<file path="src/rtl/scm_bist_ctrl.sv">
// ============================================================================
// Module   : scm_bist_ctrl
// Function : LFSR write/read-back self-test engine for a standard-cell memory.
//            Optional inverted second pass enabled by SCM_BIST_INVERT_PASS_EN.
// Revision : 1.0 - initial release
// ============================================================================
`default_nettype none

module scm_bist_ctrl #(
    parameter int ADDR_WIDTH   = 6,
    parameter int DATA_WIDTH   = 64,
    parameter int READ_LATENCY = 1,
    parameter int CNT_WIDTH    = 8
) (
    input  logic                  CLK,
    input  logic                  RST,
    input  logic                  START,
    input  logic [15:0]           SEED,
    output logic                  BUSY,
    output logic                  DONE,
    output logic                  PASS,
    output logic [CNT_WIDTH-1:0]  ERR_CNT,
    output logic [ADDR_WIDTH-1:0] FIRST_FAIL_ADDR,
    output logic                  MEM_WE,
    output logic [ADDR_WIDTH-1:0] MEM_WADDR,
    output logic [DATA_WIDTH-1:0] MEM_DIN,
    output logic                  MEM_RE,
    output logic [ADDR_WIDTH-1:0] MEM_RADDR,
    output logic                  MEM_SE,
    input  logic [DATA_WIDTH-1:0] MEM_DOUT
);

    localparam logic [15:0] DEFAULT_SEED = 16'hACE1;
    localparam logic [15:0] LFSR_MASK    = 16'hB400;

`ifdef SCM_BIST_INVERT_PASS_EN
    typedef enum logic [2:0] {
        S_IDLE, S_WRITE, S_READ, S_WRITE_INV, S_READ_INV, S_DRAIN, S_FINISH
    } state_t;
`else
    typedef enum logic [2:0] {
        S_IDLE, S_WRITE, S_READ, S_DRAIN, S_FINISH
    } state_t;
`endif

    state_t                  state;
    state_t                  state_nxt;
    logic [ADDR_WIDTH-1:0]   addr;
    logic [2:0]              drain_cnt;
    logic [15:0]             lfsr;
    logic [15:0]             lfsr_nxt;
    logic [15:0]             seed_q;
    logic [15:0]             seed_eff;
    logic                    start_ok;
    logic                    seq_state;
    logic                    wr_nxt;
    logic                    rd_nxt;
    logic                    inv_nxt;
    logic                    inv_cur;
    logic                    addr_last;
    logic                    mismatch;
    logic [CNT_WIDTH-1:0]    err_nxt;

    logic [READ_LATENCY:1]   pv;
    logic [DATA_WIDTH-1:0]   pexp  [1:READ_LATENCY];
    logic [ADDR_WIDTH-1:0]   paddr [1:READ_LATENCY];

    function automatic logic [15:0] lfsr_step(input logic [15:0] s);
        return {1'b0, s[15:1]} ^ (s[0] ? LFSR_MASK : 16'h0000);
    endfunction

    // Seed replicated across the word; the top replica is truncated when needed.
    function automatic logic [DATA_WIDTH-1:0] pattern(input logic [15:0] s, input logic inv);
        logic [DATA_WIDTH-1:0] w;
        for (int i = 0; i < DATA_WIDTH; i++) begin
            w[i] = s[i[3:0]] ^ inv;
        end
        return w;
    endfunction

    assign seed_eff  = (SEED == 16'h0000) ? DEFAULT_SEED : SEED;
    assign addr_last = &addr;
    assign MEM_WADDR = addr;
    assign MEM_RADDR = addr;
    assign MEM_SE    = 1'b0;

    always_ff @(posedge CLK) begin
        if (RST) begin
            state <= S_IDLE;
        end else begin
            state <= state_nxt;
        end
    end

    always_comb begin
        state_nxt = state;
        start_ok  = 1'b0;
        seq_state = 1'b0;
        wr_nxt    = 1'b0;
        rd_nxt    = 1'b0;
        inv_nxt   = 1'b0;
        inv_cur   = 1'b0;
        case (state)
            S_IDLE: begin
                if (START) begin
                    state_nxt = S_WRITE;
                    start_ok  = 1'b1;
                end
            end
            S_WRITE: begin
                seq_state = 1'b1;
                if (addr_last) state_nxt = S_READ;
            end
            S_READ: begin
                seq_state = 1'b1;
`ifdef SCM_BIST_INVERT_PASS_EN
                if (addr_last) state_nxt = S_WRITE_INV;
`else
                if (addr_last) state_nxt = S_DRAIN;
`endif
            end
`ifdef SCM_BIST_INVERT_PASS_EN
            S_WRITE_INV: begin
                seq_state = 1'b1;
                if (addr_last) state_nxt = S_READ_INV;
            end
            S_READ_INV: begin
                seq_state = 1'b1;
                inv_cur   = 1'b1;
                if (addr_last) state_nxt = S_DRAIN;
            end
`endif
            S_DRAIN: begin
                if (drain_cnt == 3'(READ_LATENCY - 1)) state_nxt = S_FINISH;
            end
            S_FINISH: state_nxt = S_IDLE;
            default:  state_nxt = S_IDLE;
        endcase

        wr_nxt = (state_nxt == S_WRITE);
        rd_nxt = (state_nxt == S_READ);
`ifdef SCM_BIST_INVERT_PASS_EN
        wr_nxt  = wr_nxt | (state_nxt == S_WRITE_INV);
        rd_nxt  = rd_nxt | (state_nxt == S_READ_INV);
        inv_nxt = (state_nxt == S_WRITE_INV) || (state_nxt == S_READ_INV);
`endif
    end

    // Each phase ends by reloading the seed so the next phase replays the stream.
    always_comb begin
        lfsr_nxt = lfsr;
        if (start_ok) begin
            lfsr_nxt = seed_eff;
        end else if (seq_state) begin
            lfsr_nxt = addr_last ? seed_q : lfsr_step(lfsr);
        end
    end

    assign mismatch = pv[READ_LATENCY] && (MEM_DOUT != pexp[READ_LATENCY]);

    always_comb begin
        err_nxt = ERR_CNT;
        if (start_ok) begin
            err_nxt = '0;
        end else if (mismatch && (ERR_CNT != '1)) begin
            err_nxt = ERR_CNT + CNT_WIDTH'(1);
        end
    end

    always_ff @(posedge CLK) begin
        if (RST) begin
            addr            <= '0;
            drain_cnt       <= '0;
            lfsr            <= '0;
            seed_q          <= '0;
            pv              <= '0;
            BUSY            <= 1'b0;
            DONE            <= 1'b0;
            PASS            <= 1'b0;
            ERR_CNT         <= '0;
            FIRST_FAIL_ADDR <= '0;
            MEM_WE          <= 1'b0;
            MEM_RE          <= 1'b0;
            MEM_DIN         <= '0;
        end else begin
            lfsr    <= lfsr_nxt;
            ERR_CNT <= err_nxt;
            MEM_WE  <= wr_nxt;
            MEM_RE  <= rd_nxt;
            BUSY    <= (state_nxt != S_IDLE) && (state_nxt != S_FINISH);
            if (start_ok) begin
                seed_q <= seed_eff;
            end
            if (start_ok) begin
                addr <= '0;
            end else if (seq_state) begin
                addr <= addr + ADDR_WIDTH'(1);
            end
            drain_cnt <= (state == S_DRAIN) ? drain_cnt + 3'd1 : 3'd0;
            if (wr_nxt) begin
                MEM_DIN <= pattern(lfsr_nxt, inv_nxt);
            end
            if (start_ok) begin
                DONE <= 1'b0;
                PASS <= 1'b0;
            end else if (state_nxt == S_FINISH) begin
                DONE <= 1'b1;
                PASS <= (err_nxt == '0);
            end
            if (start_ok) begin
                FIRST_FAIL_ADDR <= '0;
            end else if (mismatch && (ERR_CNT == '0)) begin
                FIRST_FAIL_ADDR <= paddr[READ_LATENCY];
            end
            pv[1] <= MEM_RE;
            for (int i = 2; i <= READ_LATENCY; i++) begin
                pv[i] <= pv[i-1];
            end
        end
    end

    always_ff @(posedge CLK) begin
        pexp[1]  <= pattern(lfsr, inv_cur);
        paddr[1] <= addr;
        for (int i = 2; i <= READ_LATENCY; i++) begin
            pexp[i]  <= pexp[i-1];
            paddr[i] <= paddr[i-1];
        end
    end

endmodule

`default_nettype wire

</file>
<file path="config.mk">
export PLATFORM = sky130hd
export DESIGN_NAME = scm_bist_ctrl
export DESIGN_NICKNAME = d
export VERILOG_FILES = /design/src/rtl/scm_bist_ctrl.sv
export SDC_FILE = /design/constraint.sdc
export NUM_CORES = 1
export LEC_CHECK = 0
export ABC_AREA = 1
export ABC_CLOCK_PERIOD_IN_PS = 2600
export CORE_UTILIZATION = 48
export CTS_BUF_LIST = sky130_fd_sc_hd__clkbuf_8
export DETAILED_ROUTE_END_ITERATION = 8
export PLACE_DENSITY_LB_ADDON = 0.2
export SLEW_MARGIN = 20
export SYNTH_ARGS = -nofsm -noshare
export SYNTH_HDL_FRONTEND = slang
export SYNTH_SLANG_ARGS = --single-unit
export TNS_END_PERCENT = 100
</file>
<file path="constraint.sdc">
create_clock -name CLK -period 2.6 [get_ports CLK]
set_clock_uncertainty 0.05 [all_clocks]
set_input_delay 0.52 -clock CLK [delete_from_list [all_inputs] [get_ports CLK]]
set_output_delay 0.52 -clock CLK [all_outputs]
set_load 0.01 [all_outputs]
</file>
# Yosys cells after proc, flatten, opt, wreduce, memory -nomap -nowiden
# Memory sizes are Yosys's and may differ from the RTL's. A register that Yosys moved wholly into a read port is not among the register bits.
# Index checks and enable logic that the tools add are counted.
# totals
register_bits,122
mem_bits_rw,70
in_bits,83
n_memories,2
# memory_table
name,depth,width,read_ports,rd_clocked_by_memory_dff,wr,line,source
pexp,1,64,1,0,1,65,logic [DATA_WIDTH-1:0] pexp [1:READ_LATENCY];
paddr,1,6,1,1,1,66,logic [ADDR_WIDTH-1:0] paddr [1:READ_LATENCY];
# classes
add_sub_neg,3
eq_ne,9
muxes,15
n_bitwise,2
reduce_logical,14
# op_table
operator,n
$mux W16,5
$ne A64 B64 Y1,1
$logic_not A16 Y1,1
$logic_not A8 Y1,2
$mux W8,2
$xor A15 B16 Y16,1
$mux W3,4
$pmux W3 S4,1
$eq A3 B2 Y1 const B,3
$add A8 B1 Y8 const B,1
$ne A8 B8 Y1 const B,1
$add A6 B1 Y6 const B,1
$eq A3 B1 Y1 const B,2
$logic_not A3 Y1,2
$reduce_and A6 Y1,1
$reduce_or A2 Y1,3
$logic_and A1 B1 Y1,4
$add A3 B1 Y3 const B,1
$eq A3 B3 Y1 const B,1
$mux W1,3
$ne A3 B3 Y1 const B,1
$reduce_bool A3 Y1,1
$not A1 Y1,1

# Longest topological paths before layout
# An unclocked memory read counts as a cell.
# logic_depth
depth_word,7
ltp_mapped,17

# Least setup slack after synthesis
# OpenSTA, ideal clock, no wires.
# synth_timing
path_type,input -> register
start,input SEED[4]
end,register MEM_DIN[58]
arrival_ps,1861
required_ps,2492
setup_slack_ps,632
stages,8
n_path_buf,0
path_cell_list,or4_1 > nor4_4 > o21ai_1 > o21ai_1 > inv_1 > nand2_1 > nand3_1 > inv_1
# synth_between
elab_chain_len,3
# synth_rtl
item,line,source
from (decl),18,"input logic [15:0] SEED,"
$logic_not A16 Y1,81,assign seed_eff = (SEED == 16'h0000) ? DEFAULT_SEED : SEED;
$mux W16,81,
$mux W16,152,if (start_ok) begin
to (signal assigned),201,"MEM_DIN <= pattern(lfsr_nxt, inv_nxt);"
to (decl),26,"output logic [DATA_WIDTH-1:0] MEM_DIN,"
# No other way between the ends.
# A chain may end at the register's enable or synchronous reset.

# Worst setup path in the final report
# layout_timing
start,input MEM_DOUT[5]
end,register PASS
# layout_between
elab_chain_len,6
# layout_rtl
item,line,source
from (decl),30,input logic [DATA_WIDTH-1:0] MEM_DOUT
$ne A64 B64 Y1,159,assign mismatch = pv[READ_LATENCY] && (MEM_DOUT != pexp[READ_LATENCY]);
$logic_and A1 B1 Y1,159,
$logic_and A1 B1 Y1,165,end else if (mismatch && (ERR_CNT != '1)) begin
$mux W8,165,
$mux W8,163,if (start_ok) begin
$logic_not A8 Y1,208,PASS <= (err_nxt == '0);
to (signal assigned),208,
to (decl),21,"output logic PASS,"
# No other way between the ends.

==> impl_metrics.tcl <==
set metrics [dict create \
    outcome "finished, final reports clean" \
    clkTransAtPathRegs_ps 100 \
    synth_warnings 0 \
    syn_area_per_cell_um2 6.532 \
    synth_cell_types 39 \
    synth-seq-area-share_pct 35.97 \
    crit_required_ps 2870 \
    worstSetupEndpointType "flop" \
    worstReg2RegStart "pexp[1][47]" \
    synth_edf_count 0 \
    clock_latency_ps 380 \
    switching_power_w 0.001105 \
    place_congestion 0.8444 \
    synthTopCellsByArea "dfxtp_1, nand2_1, inv_1, buf_4, nor2_1" \
    path_depth 17 \
    nets 1087 \
    combPwrFrac_pct 24.4 \
    final_cells 1147 \
    dieWidth_um 110.8 \
    cp_max_fo 11 \
    area_delta_synth_final_pct 31.43 \
    synth-xor-area-share_pct 1.697 \
    fillCellCount 1066 \
    diodes 0 \
    min_period_ps 2362 \
    cp-endpoint "PASS" \
    tightestPinTransition_ps 728.6 \
    grt_pass1_wl_mm 23.41 \
    syn_nets 957 \
    ys.flop_type "dfxtp_1" \
    die-area_um2 12270 \
    start_util_pct 49.50 \
    crit_path_top_delay_cell "clkdlybuf4s50_1" \
    cts.sinks 102 \
    cpMostUsedCell "nand2_1" \
    grtUsageTotal_pct 23.56 \
    fin_tns_setup_ps 0 \
    synthAdderAreaFrac_pct 1.102 \
    finalSetupViolCount 0 \
    dr.pass1.iters 5 \
    first_iter_violations 337 \
    slew_headroom_pct 51.37 \
    overflow 0 \
    hold_viol 0 \
    placed_cells 1131 \
    cts_tree "built" \
    hold_class "reg -> reg" \
    powerDensity_nw_per_um2 495.2 \
    reg2reg_setup_slack_ps 410 \
    hold_buffers 0 \
    vias 5510 \
    grt_pass1_vias 5053 \
    critPathKind "in -> reg" \
    ir_drop_mv 0.3969 \
    io_pins 179 \
    die_h_um 110.8 \
    multiInputGateArea_um2 2551 \
    synth_area_um2 5677 \
    synth_top_family_by_area "simple AND/OR/NAND/NOR gates" \
    numCtsBuffers 9 \
    num_rows 39 \
    crit_chain "clkdlybuf4s50_1 > inv_1 > nand2_1 > nand2_1 > nor2_1 > nand2_1 > nor2_1 > nand2_1 > nor2_2 > nand2_2 > nand3_2 > nand2_1 > nand3_1 > nand2_1 > nor2_2 > nand3_2 > a21oi_2" \
    synth_top_area_share_pct 35.97 \
    synth_top_cell_by_area "dfxtp_1" \
    p_leak_nw 3.527 \
    fp.coreArea_um2 11470 \
    drv_cap 0 \
    swShare_pct 29.90 \
    rr_worst_depth 16 \
    timing.rr.end "PASS" \
    slowest_delay_ps 480 \
    totalWireLength_mm 14.20 \
    postRouteAntennaNets 0 \
    synthArstFlopShare_pct 0 \
    grt_max_degree 25 \
    yosys-mux-area-fraction_pct 0 \
    seq_power_share_pct 47.7 \
    htreeDepth 3 \
    clockPowerShare_pct 27.9 \
    drive_gt1_share_pct 8.367 \
    synth-simple-area-share_pct 31.87 \
    ctsResizeCount 0 \
    rsz0062_at_grt "no" \
    clockRootBuffer "clkbuf_8" \
    worstPathArrival_ps 2630 \
    drc_errors 0 \
    regArea_um2 2042 \
    synth-seq-cells 102 \
    clock.fmax_mhz 423.3 \
    crit_buf_inv 2 \
    start_kind "input pin" \
    p_int_w 0.002590 \
    min_period_over_period_pct 90.86 \
    netlist_instances 869 \
    hpwl_mm 11.07 \
    synth_compound_area_share_pct 10.20 \
    routedWlPerCell_um 12.38 \
    crit_path_start "MEM_DOUT[5]" \
    antenna_found_initial 0 \
    cp_top_family "simple AND/OR/NAND/NOR gates" \
    p_total_w 0.003695 \
    slew_viol_final 0 \
    post_cts_buffers 0 \
    numPortBuffers 177 \
    cts_buffer_depth 2 \
    via_per_inst 4.804 \
]
[cells in the final DEF, fill, tap and decap left out, types with 6 or more instances in the layout]
cell type	n
clkbuf_8	9
a21oi_1	15
o21ai_0	9
nand2_2	6
a31oi_1	8
dfxtp_1	102
nand3_2	8
nor2_1	102
xor2_1	6
nand4_1	8
o211ai_1	29
inv_1	124
nor3_1	7
nand3_1	21
clkdlybuf4s50_1	177
o21ai_1	23
nand2_1	264
buf_4	22
inv_2	21
[Yosys cell counts, types with 2 or more instances]
master and number:
a21oi_1 15, a22o_1 5, a31oi_1 8, buf_1 2, buf_2 8, buf_4 56, buf_6 2, clkbuf_1 12
dfxtp_1 102, ha_1 5, inv_1 124, inv_2 21, nand2_1 264, nand2_2 6, nand3_1 21, nand3_2 8
nand4_1 8, nor2_1 102, nor2_2 5, nor3_1 7, nor4_1 2, o211ai_1 29, o21ai_0 9, o21ai_1 23
or4_1 2, xnor2_1 5, xor2_1 6
[worst min path at each step]
stage | cells after the start | slack (ps) | end | startpoint
6_report | 0 | 310 | pexp[1][57] | lfsr[9]
5_1_grt | 0 | 310 | pexp[1][57] | lfsr[9]
4_1_cts | 0 | 310 | pexp[1][57] | lfsr[9]
3_5_place_dp | 0 | 290 | pexp[1][57] | lfsr[9]
3_3_place_gp | 0 | 290 | pexp[1][57] | lfsr[9]
2_1_floorplan | 0 | 280 | pexp[1][48] | lfsr[0]
[through the flow]
stage                     utilization, %  area (um^2)  hold slack, ps  setup slack, ps
after floorplan                        -         5677           279.0            631.7
after global placement             63.28         7257           285.5           -90.74
after detailed placement           63.28         7257           287.7           -141.6
after CTS                          65.06         7461           307.8            254.3
after global routing               65.06         7461           312.3            20.13
final                              65.06         7461           308.0            237.7
[power groups by stage]
stage	Combinational (W)	Clock, W	Sequential, W
5_1_grt	0.000997	0.00110	0.00178
3_3_place_gp	0.000894	0	0.00180
6_report	0.000901	0.00103	0.00176
2_1_floorplan	0.000539	0	0.00178
3_5_place_dp	0.000896	0	0.00180
4_1_cts	0.000905	0.00105	0.00176
[metal layers]
| layer | track usage, % | wire length [um] | vias up |
|---|---|---|---|
| met3 | 3.718 | 986 | 18 |
| met2 | 37.56 | 6289 | 202 |
| met4 | 9.511 | 285 | 0 |
| met5 | 0 | 0 | - |
| li1 | - | - | 2869 |
| met1 | 31.79 | 6642 | 2421 |
[registers in the layout (all words and copies together), names as in the netlist]
name / cells
MEM_DIN: 16
lfsr: 16
pexp: 16
seed_q: 16
ERR_CNT: 8
FIRST_FAIL_ADDR: 6
MEM_RADDR: 6
paddr: 6
drain_cnt: 3
state: 3
BUSY: 1
DONE: 1
MEM_RE: 1
MEM_WE: 1
PASS: 1
pv: 1
[worst register-to-register path, stage by stage, from the launching register on]
cell and delay [ps]:
dfxtp_1 430, inv_2 80, nand2_1 60, nand2_1 40, nor2_1 160, nand2_1 80
nor2_1 110, nand2_1 70, nor2_2 160, nand2_2 200, nand3_2 160, nand2_1 70
nand3_1 80, nand2_1 70, nor2_2 120, nand3_2 90, a21oi_2 100
[area by class of cell]
type                       instances  share of cell area, %
sequential                       102                  27.37
tap                              143                  2.398
multi-input combinational        541                  34.19
inverter                         146                  7.345
clock buffer                       9                  1.660
timing repair buffer             199                  25.96
clock inverter                     7                  1.073
[cells by family (layout without fill, tap and decap cells)]
family | Yosys count | after routing
other cells | 1 | 1
xor+xnor | 11 | 11
fa+ha+maj | 5 | 5
compound gates | 93 | 93
buf+inv | 226 | 361
flops | 102 | 102
simple gates | 431 | 431
No activity file was read; power rests on OpenSTA's default activity.
